==> config.mk <==
export PLATFORM = sky130hd
export DESIGN_NAME = uart_tx_flat
export DESIGN_NICKNAME = d
export VERILOG_FILES = /design/src/rtl/uart_pkg.sv /design/src/rtl/uart_tx_if.sv /design/src/rtl/uart_baud_cnt.sv /design/src/rtl/uart_tx.sv /design/src/flat_wrapper.sv
export SDC_FILE = /design/constraint.sdc
export NUM_CORES = 1
export LEC_CHECK = 0
export CAP_MARGIN = 20
export CORE_MARGIN = 1
export CORE_UTILIZATION = 42
export CTS_CLUSTER_DIAMETER = 80
export DETAILED_ROUTE_END_ITERATION = 8
export MAX_ROUTING_LAYER = met4
export SLEW_MARGIN = 20
export SYNTH_ARGS = -nofsm -noshare
export SYNTH_HDL_FRONTEND = slang
export SYNTH_SLANG_ARGS = --single-unit
export TNS_END_PERCENT = 30
==> constraint.sdc <==
create_clock -name clk -period 2.1 [get_ports clk]
set_input_delay 0.525 -clock clk [delete_from_list [all_inputs] [get_ports clk]]
set_output_delay 0.525 -clock clk [all_outputs]
set_load 0.005 [all_outputs]
==> src/rtl/uart_pkg.sv <==
// Shared UART definitions: FSM state encoding, default timing, baud helpers.
// The PARITY state exists only when UART_TX_PARITY_EN is defined.
package uart_pkg;

    localparam int DEF_CLK_FREQ = 50_000_000;
    localparam int DEF_BAUD     = 9600;

`ifdef UART_TX_PARITY_EN
    typedef enum logic [2:0] {
        IDLE   = 3'd0,
        START  = 3'd1,
        DATA   = 3'd2,
        PARITY = 3'd3,
        STOP   = 3'd4
    } uart_state_t;
`else
    typedef enum logic [1:0] {
        IDLE  = 2'd0,
        START = 2'd1,
        DATA  = 2'd2,
        STOP  = 2'd3
    } uart_state_t;
`endif

    function automatic int calc_baud_cnt(input int clk_freq, input int baud);
        return clk_freq / baud;
    endfunction

    function automatic int calc_cnt_width(input int baud_cnt);
        return (baud_cnt < 2) ? 1 : $clog2(baud_cnt);
    endfunction

    function automatic logic even_parity(input logic [7:0] data);
        return ^data;
    endfunction

endpackage

==> src/rtl/uart_tx_if.sv <==
// Byte-wide valid/ready handshake feeding the UART transmitter.
interface uart_tx_if;
    logic [7:0] tx_data;
    logic       tx_valid;
    logic       tx_ready;

    modport master (output tx_data, output tx_valid, input tx_ready);
    modport slave  (input tx_data, input tx_valid, output tx_ready);
endinterface

==> src/rtl/uart_baud_cnt.sv <==
// Bit-period timer: counts 0..BAUD_CNT-1 while enabled, ticks on the last count.
module uart_baud_cnt #(
    parameter int BAUD_CNT = 5208,
    parameter int CNT_W    = $clog2(BAUD_CNT)
) (
    input  logic clk,
    input  logic rst,
    input  logic en,
    input  logic clr,
    output logic tick
);
    localparam logic [CNT_W-1:0] CNT_MAX = CNT_W'(BAUD_CNT - 1);
    localparam logic [CNT_W-1:0] CNT_ONE = CNT_W'(1);

    logic [CNT_W-1:0] cnt_r;

    // Tick is decoded from the count so the FSM moves on the last clock of a bit.
    always_comb begin
        tick = en && (cnt_r == CNT_MAX);
    end

    // Counter register, cleared on request and on wrap.
    always_ff @(posedge clk) begin
        if (rst) begin
            cnt_r <= '0;
        end else if (clr) begin
            cnt_r <= '0;
        end else if (en) begin
            if (tick) begin
                cnt_r <= '0;
            end else begin
                cnt_r <= cnt_r + CNT_ONE;
            end
        end else begin
            cnt_r <= cnt_r;
        end
    end

endmodule

==> src/rtl/uart_tx.sv <==
// UART transmitter: valid/ready byte in, 8N1 LSB-first frame out on tx_uart.
// Define UART_TX_PARITY_EN to insert an even parity bit before the stop bit.
module uart_tx
    import uart_pkg::*;
#(
    parameter int CLK_FREQ = DEF_CLK_FREQ,
    parameter int BAUD     = DEF_BAUD
) (
    input  logic     clk,
    input  logic     rst,
    uart_tx_if.slave tx,
    output logic     tx_uart,
    output logic     busy
);
    localparam int BAUD_CNT = calc_baud_cnt(CLK_FREQ, BAUD);
    localparam int CNT_W    = calc_cnt_width(BAUD_CNT);

    uart_state_t state_r;
    uart_state_t state_next_s;
    logic [7:0]  shift_r;
    logic [7:0]  shift_next_s;
    logic [2:0]  bit_cnt_r;
    logic [2:0]  bit_cnt_next_s;
    logic        tx_uart_r;
    logic        tx_ready_r;
    logic        busy_r;
    logic        tx_uart_s;
    logic        tx_ready_s;
    logic        busy_s;
    logic        accept_s;
    logic        tick_s;
    logic        baud_en_s;
`ifdef UART_TX_PARITY_EN
    logic        parity_r;
    logic        parity_next_s;
`endif

    assign accept_s    = tx.tx_valid && tx_ready_r;
    assign baud_en_s   = (state_r != IDLE);
    assign tx.tx_ready = tx_ready_r;
    assign tx_uart     = tx_uart_r;
    assign busy        = busy_r;

    uart_baud_cnt #(
        .BAUD_CNT (BAUD_CNT),
        .CNT_W    (CNT_W)
    ) u_baud_cnt (
        .clk  (clk),
        .rst  (rst),
        .en   (baud_en_s),
        .clr  (accept_s),
        .tick (tick_s)
    );

    // State, datapath and output registers; reset aborts any frame in flight.
    always_ff @(posedge clk) begin
        if (rst) begin
            state_r    <= IDLE;
            shift_r    <= 8'h00;
            bit_cnt_r  <= 3'd0;
            tx_uart_r  <= 1'b1;
            tx_ready_r <= 1'b0;
            busy_r     <= 1'b0;
`ifdef UART_TX_PARITY_EN
            parity_r   <= 1'b0;
`endif
        end else begin
            state_r    <= state_next_s;
            shift_r    <= shift_next_s;
            bit_cnt_r  <= bit_cnt_next_s;
            tx_uart_r  <= tx_uart_s;
            tx_ready_r <= tx_ready_s;
            busy_r     <= busy_s;
`ifdef UART_TX_PARITY_EN
            parity_r   <= parity_next_s;
`endif
        end
    end

    // Next-state logic: every non-idle state lasts whole bit periods.
    always_comb begin
        state_next_s = state_r;
        case (state_r)
            IDLE: begin
                if (accept_s) begin
                    state_next_s = START;
                end else begin
                    state_next_s = IDLE;
                end
            end
            START: begin
                if (tick_s) begin
                    state_next_s = DATA;
                end else begin
                    state_next_s = START;
                end
            end
            DATA: begin
                if (tick_s && (bit_cnt_r == 3'd7)) begin
`ifdef UART_TX_PARITY_EN
                    state_next_s = PARITY;
`else
                    state_next_s = STOP;
`endif
                end else begin
                    state_next_s = DATA;
                end
            end
`ifdef UART_TX_PARITY_EN
            PARITY: begin
                if (tick_s) begin
                    state_next_s = STOP;
                end else begin
                    state_next_s = PARITY;
                end
            end
`endif
            STOP: begin
                if (tick_s) begin
                    state_next_s = IDLE;
                end else begin
                    state_next_s = STOP;
                end
            end
            default: begin
                state_next_s = IDLE;
            end
        endcase
    end

    // Shift register and bit counter: load on accept, advance at each data-bit end.
    always_comb begin
        shift_next_s   = shift_r;
        bit_cnt_next_s = bit_cnt_r;
`ifdef UART_TX_PARITY_EN
        parity_next_s  = parity_r;
`endif
        if (accept_s) begin
            shift_next_s   = tx.tx_data;
            bit_cnt_next_s = 3'd0;
`ifdef UART_TX_PARITY_EN
            parity_next_s  = even_parity(tx.tx_data);
`endif
        end else if ((state_r == DATA) && tick_s) begin
            shift_next_s   = {1'b0, shift_r[7:1]};
            bit_cnt_next_s = bit_cnt_r + 3'd1;
        end else begin
            shift_next_s   = shift_r;
            bit_cnt_next_s = bit_cnt_r;
        end
    end

    // Outputs decoded from the upcoming state so the registered line changes on bit boundaries.
    always_comb begin
        tx_uart_s  = 1'b1;
        tx_ready_s = 1'b0;
        busy_s     = 1'b0;
        case (state_next_s)
            IDLE: begin
                tx_uart_s  = 1'b1;
                tx_ready_s = 1'b1;
                busy_s     = 1'b0;
            end
            START: begin
                tx_uart_s  = 1'b0;
                tx_ready_s = 1'b0;
                busy_s     = 1'b1;
            end
            DATA: begin
                tx_uart_s  = shift_next_s[0];
                tx_ready_s = 1'b0;
                busy_s     = 1'b1;
            end
`ifdef UART_TX_PARITY_EN
            PARITY: begin
                tx_uart_s  = parity_r;
                tx_ready_s = 1'b0;
                busy_s     = 1'b1;
            end
`endif
            STOP: begin
                tx_uart_s  = 1'b1;
                tx_ready_s = 1'b0;
                busy_s     = 1'b1;
            end
            default: begin
                tx_uart_s  = 1'b1;
                tx_ready_s = 1'b0;
                busy_s     = 1'b0;
            end
        endcase
    end

endmodule
==> src/flat_wrapper.sv <==
// flat-port wrapper written by rule: the top's interface ports become plain ports
module uart_tx_flat import uart_pkg::*;
#(
    parameter int CLK_FREQ = DEF_CLK_FREQ,
    parameter int BAUD     = DEF_BAUD
)
  (clk, rst, tx_uart, busy, tx_tx_data, tx_tx_valid, tx_tx_ready);
  uart_tx_if tx_i ();
  input  logic clk;
  input  logic rst;
  output logic tx_uart;
  output logic busy;
  input wire logic [$bits(tx_i.tx_data)-1:0] tx_tx_data;
  input wire logic [$bits(tx_i.tx_valid)-1:0] tx_tx_valid;
  output wire logic [$bits(tx_i.tx_ready)-1:0] tx_tx_ready;
  assign tx_i.tx_data = tx_tx_data;
  assign tx_i.tx_valid = tx_tx_valid;
  assign tx_tx_ready = tx_i.tx_ready;
  uart_tx #(.CLK_FREQ(CLK_FREQ), .BAUD(BAUD)) u_core (.clk(clk), .rst(rst), .tx(tx_i), .tx_uart(tx_uart), .busy(busy));
endmodule
Word-level counts from Yosys, hierarchy flattened
Index checks and enable logic that the tools add are counted.
- flip-flop bits (word level): 29
- bits of input ports: 11
- output and inout bits: 3
- word-level logic and storage cells: 40
- add/sub/neg operators: 2
- equal/unequal tests: 8
- mux-type cells: 11
- reduce and logical (&&, ||, !) cells: 11
- operators with widths (operator ; number):
    $mux 8 ; 2
    $add 13x1->13 const B ; 1
    $eq 13x13->1 const B ; 1
    $mux 13 ; 1
    $eq 2x2->1 const B ; 4
    $pmux 2 s4 ; 1
    $eq 2x1->1 const B ; 2
    $logic_and 1x1->1 ; 4
    $logic_not 2->1 ; 2
    $mux 2 ; 2
    $pmux 1 s2 ; 2
    $reduce_bool 2->1 ; 2
    $reduce_or 2->1 ; 2
    $add 3x1->3 const B ; 1
    $eq 3x3->1 const B ; 1
    $pmux 1 s3 ; 1
    $reduce_or 3->1 ; 1
    $mux 1 ; 2

Longest topological paths before layout
- depth in word-level cells: 8
- gate-level depth with buffers: 9
- depth with buffers taken out: 9

Hierarchy
Synthesis repeated with hierarchy kept, for this count alone.
- cell total of the unflattened synthesis: 145
- area total of the unflattened synthesis: 1348.8 µm²
- by module, submodules not included (module ; times used ; cells each ; area each (µm²) ; seq. area each (µm²)):
    uart_tx ; 1 ; 75 ; 730.7 ; 320.3
    uart_baud_cnt ; 1 ; 70 ; 618.1 ; 260.2

Worst setup path before layout
OpenSTA, ideal clock, no wires.
- path type: flip-flop to flip-flop
- start point: register u_core.u_baud_cnt.cnt_r[0]
- end point: register u_core.tx_uart_r, in the netlist u_core.tx_uart
- library setup time: 0.079 ns
- arrival time: 1.667 ns
- data required time: 2.021 ns
- setup slack: 0.354 ns
- stages on the path, launching flop included: 9
- path buffers: 0
- period minus slack after synthesis: 1.746 ns
- cell sequence: dfxtp_1 > ha_1 > and4b_1 > and3_2 > a22o_1 > inv_1 > ha_1 > nand2b_1 > o221ai_2
- longest elaborated chain between the ends: 8
- elaborated cells on any way between the ends: 16
- classes of those cells: eq/ne (4); mux (7); reduce/logical (5)
- ends and longest elaborated chain (what ; line ; source):
    start: declaration ; uart_baud_cnt.sv:15 ; logic [CNT_W-1:0] cnt_r;
    start signal: assignment ; uart_baud_cnt.sv:32 ; cnt_r <= cnt_r + CNT_ONE;
    start signal: assignment ; uart_baud_cnt.sv:35 ; cnt_r <= cnt_r;
    $eq 13x13->1 * ; uart_baud_cnt.sv:19 ; tick = en && (cnt_r == CNT_MAX);
    $logic_and 1x1->1 * ; uart_baud_cnt.sv:19 ;
    $logic_and 1x1->1 ; uart_tx.sv:99 ; if (tick_s && (bit_cnt_r == 3'd7)) begin
    $mux 1 ; uart_tx.sv:99 ;
    $pmux 2 s4 * ; uart_tx.sv:83 ; case (state_r)
    net u_core.state_next_s[0] ; uart_tx.sv:19 ; uart_state_t state_next_s;
    $eq 2x2->1 / $logic_not 2->1 (equally long branches) ; uart_tx.sv:158 ; case (state_next_s)
    $reduce_or 2->1 (no line) ; n/a ;
    $pmux 1 s3 * ; uart_tx.sv:158 ;
    end signal: assignment ; uart_tx.sv:71 ; tx_uart_r <= tx_uart_s;
    end: declaration ; uart_tx.sv:24 ; logic tx_uart_r;
The timed path passes the listed nets; every way through them passes the cells marked *. The select of a mux whose other input is x is not followed.
A chain may end at the register's enable or synchronous reset.

Worst setup path after layout
Same ends and word-level chain as after synthesis.

==> summary.txt <==
Outcome: completed
Layout Nets: 181
Ports: 14
Cell row count: 20
Crit path setup slack, layout: 0.158 ns
Per-cell routed wire length: 12.0 um
Yosys warnings: 0
Most used DFF post-synth: dfxtp_1
P_int: 788 uW
Largest net degree at the start of global routing: 14
Clk slew on worst S/H paths: 0.08 ns
Reg power frac: 0.565
Worst Max-Slew Pin Slew: 0.562 ns
CP Max Fanout: 4
Maxcap violations: 0
Clock share of power: 0.330
Initial antenna violation count: 0
Seq/Total Area, Yosys: 0.429
Num CTS Buffers: 5
Final setup skew: 0.00403 ns
Fin crit period: 1.94 ns
ANT cells: 0
Setup tns final: 0 ns
Clk buf depth: 2
Final wirelength: 2.50 mm
Antenna viol nets, final: 0
Clk sinks: 29
Relative slew slack: 0.625
Placed insts: 201
Pleak: 0.000673 uW
Layout Cells excl Fill: 208
Post-synth EDFFs: 0
Total power draw: 1030 uW
Gr usage total: 0.173
Number of synthesized register bits: 29
Power per Cell Area: 634 nW/um^2
Iter 0 DRT Violations: 15
VDD IR-drop max: 0.447 mV
Max Slew Vio Count: 0
Switching pwr: 240 uW
Hold buffer count at CTS: 0
CTS root buf: clkbuf_4
Die Y-Extent: 58.8 um
Buffers on Ports: 13
Pre-antenna DRT Iters: 4
DR DRC count: 0
Cell variety after synth: 35
Pre-CTS setup slack: 0.0883 ns
Area grow syn2layout: 19.8%
CTS tree: yes
Die area: 3450 um^2
Comb power frac: 0.105
Vias in the first global route: 930
Post-DP HPWL: 1.85 mm
Initial Util: 0.443
CP Capture Type: flip-flop
Max Freq: 515 MHz
Startpoint Class: flip-flop
Reg-to-reg slack, setup: 0.16 ns
Switching share of power: 0.233
First-pass GRT wire length: 4.15 mm
Fraction of layout cells with a size suffix above 1: 0.110
# setup viols final: 0
Post-Synthesis Cells: 144
Synth Area per Inst: 9.39 um^2
Synth Cell Area: 1350 um^2
Net Count, Synth: 161
Aggregate global routing overflow: 0
Post-synth ARST share: 0
Critical path class: flip-flop to flip-flop
Post-route clock period utilization: 0.925
DR vias: 1012
Worst EP arrival: 2.20 ns
Final Hold Vio Count: 0
Core Area: 3050 um^2
H-Tree Depth: 2
Die Span X: 58.8 um
Gpl congestion: 0.734
Crit path required time: 2.36 ns
Vias/cell: 4.87
Hold Path Class: flip-flop to flip-flop
Clock Latency Late Sink: 0.33 ns
Unrepaired setup endpoints after global routing: no
==> routing by layer <==
metal	wire length (um)	up-vias	global-route usage
met5	0	-	-
met4	38	0	0.0714
met3	89	4	0.0659
met2	1140	9	0.252
met1	1230	460	0.214
li1	-	539	-
==> placed cells by master (no fill, tap or decap), types with 3 or more instances in the layout <==
cell / instances
o21ai_0: 5
buf_4: 4
xor2_1: 4
a21oi_1: 8
xnor2_1: 9
ha_1: 6
dfxtp_1: 29
nor3_1: 4
nor2_1: 23
nand4_1: 3
clkbuf_4: 5
nand3_1: 4
nand2_1: 7
mux2i_1: 9
inv_1: 6
clkdlybuf4s50_1: 13
==> state kept, by name, summed over array words and instances, names as in the netlist <==
signal / flops
u_core.shift_r: 8
u_core.state_r: 2
u_core.tx.tx_ready: 1
u_core.bit_cnt_r: 3
u_core.busy: 1
u_core.u_baud_cnt.cnt_r: 13
u_core.tx_uart: 1
==> Yosys cell counts, types with 2 or more instances <==
library cell	number	area share
mux2i_1	9	0.067
a21oi_1	8	0.030
nor2_1	23	0.064
clkbuf_1	3	0.0083
nand2_1	7	0.019
nand4_1	3	0.014
nand3_1	4	0.015
inv_1	6	0.017
nor2b_1	2	0.0092
dfxtp_1	29	0.43
o21ai_0	5	0.018
xnor2_1	10	0.065
nor4_1	2	0.0092
nor3_1	4	0.015
xor2_1	4	0.026
ha_1	6	0.056
==> what timing repair did <==
item | in CTS | in global routing
buffers inserted | 0 | 0
setup endpoints to repair | 0 | 1
gates resized for setup | 0 | 1
==> critical path, cell delays in order (launching register included) <==
cell and delay [ns]:
dfxtp_1 0.38, ha_1 0.22, and4b_1 0.28, and3_2 0.21
a22o_1 0.22, inv_1 0.07, ha_1 0.21, nand2b_1 0.16
o221ai_2 0.12
==> stage by stage <==
| stage | area, um^2 | utilization | hold WS, ns |
|---|---|---|---|
| after floorplan | 1350 | - | 0.447 |
| final | 1620 | 0.531 | 0.482 |
| after CTS | 1610 | 0.528 | 0.481 |
| after detailed placement | 1560 | 0.510 | 0.470 |
| after global routing | 1620 | 0.531 | 0.520 |
| after global placement | 1560 | 0.510 | 0.459 |
==> area by class of cell <==
class                           count  area, um^2
Clock buffer                        7        55.1
Fill cell                         295        1430
Inverter                            6        22.5
Multi-Input combinational cell    104         727
Sequential cell                    29         581
Tap cell                           44        55.1
Timing Repair Buffer               18         180
==> final timing paths <==
check | start | end | cells after the start
setup / recovery | u_core.u_baud_cnt.cnt_r[0]$_SDFFE_PP0P_ | u_core.tx_uart$_SDFF_PP1_ | 8
hold / removal | u_core.shift_r[7]$_SDFFE_PP0P_ | u_core.shift_r[7]$_SDFFE_PP0P_ | 2
setup reg to reg | u_core.u_baud_cnt.cnt_r[0]$_SDFFE_PP0P_ | u_core.tx_uart$_SDFF_PP1_ | 8
hold reg to reg | u_core.shift_r[7]$_SDFFE_PP0P_ | u_core.shift_r[7]$_SDFFE_PP0P_ | 2
==> power groups by stage <==
stage	clock network [uW]	registers, uW	logic [uW]
6_report	339	581	108
5_1_grt	376	584	117
4_1_cts	347	581	108
3_5_place_dp	0	594	106
3_3_place_gp	0	594	105
2_1_floorplan	0	592	57.2
==> kinds of logic after synthesis <==
group                      Yosys count  synth area share
AOI/OAI and AO/OA                   20            0.0934
xor gates and xnor gates            14            0.0907
adders and majority gates            6            0.0555
buffers and inverters               11            0.0389
DFF                                 29             0.429
muxes                               10            0.0777
and+or+nand+nor                     54             0.215
No activity file was read; power rests on OpenSTA's default activity.
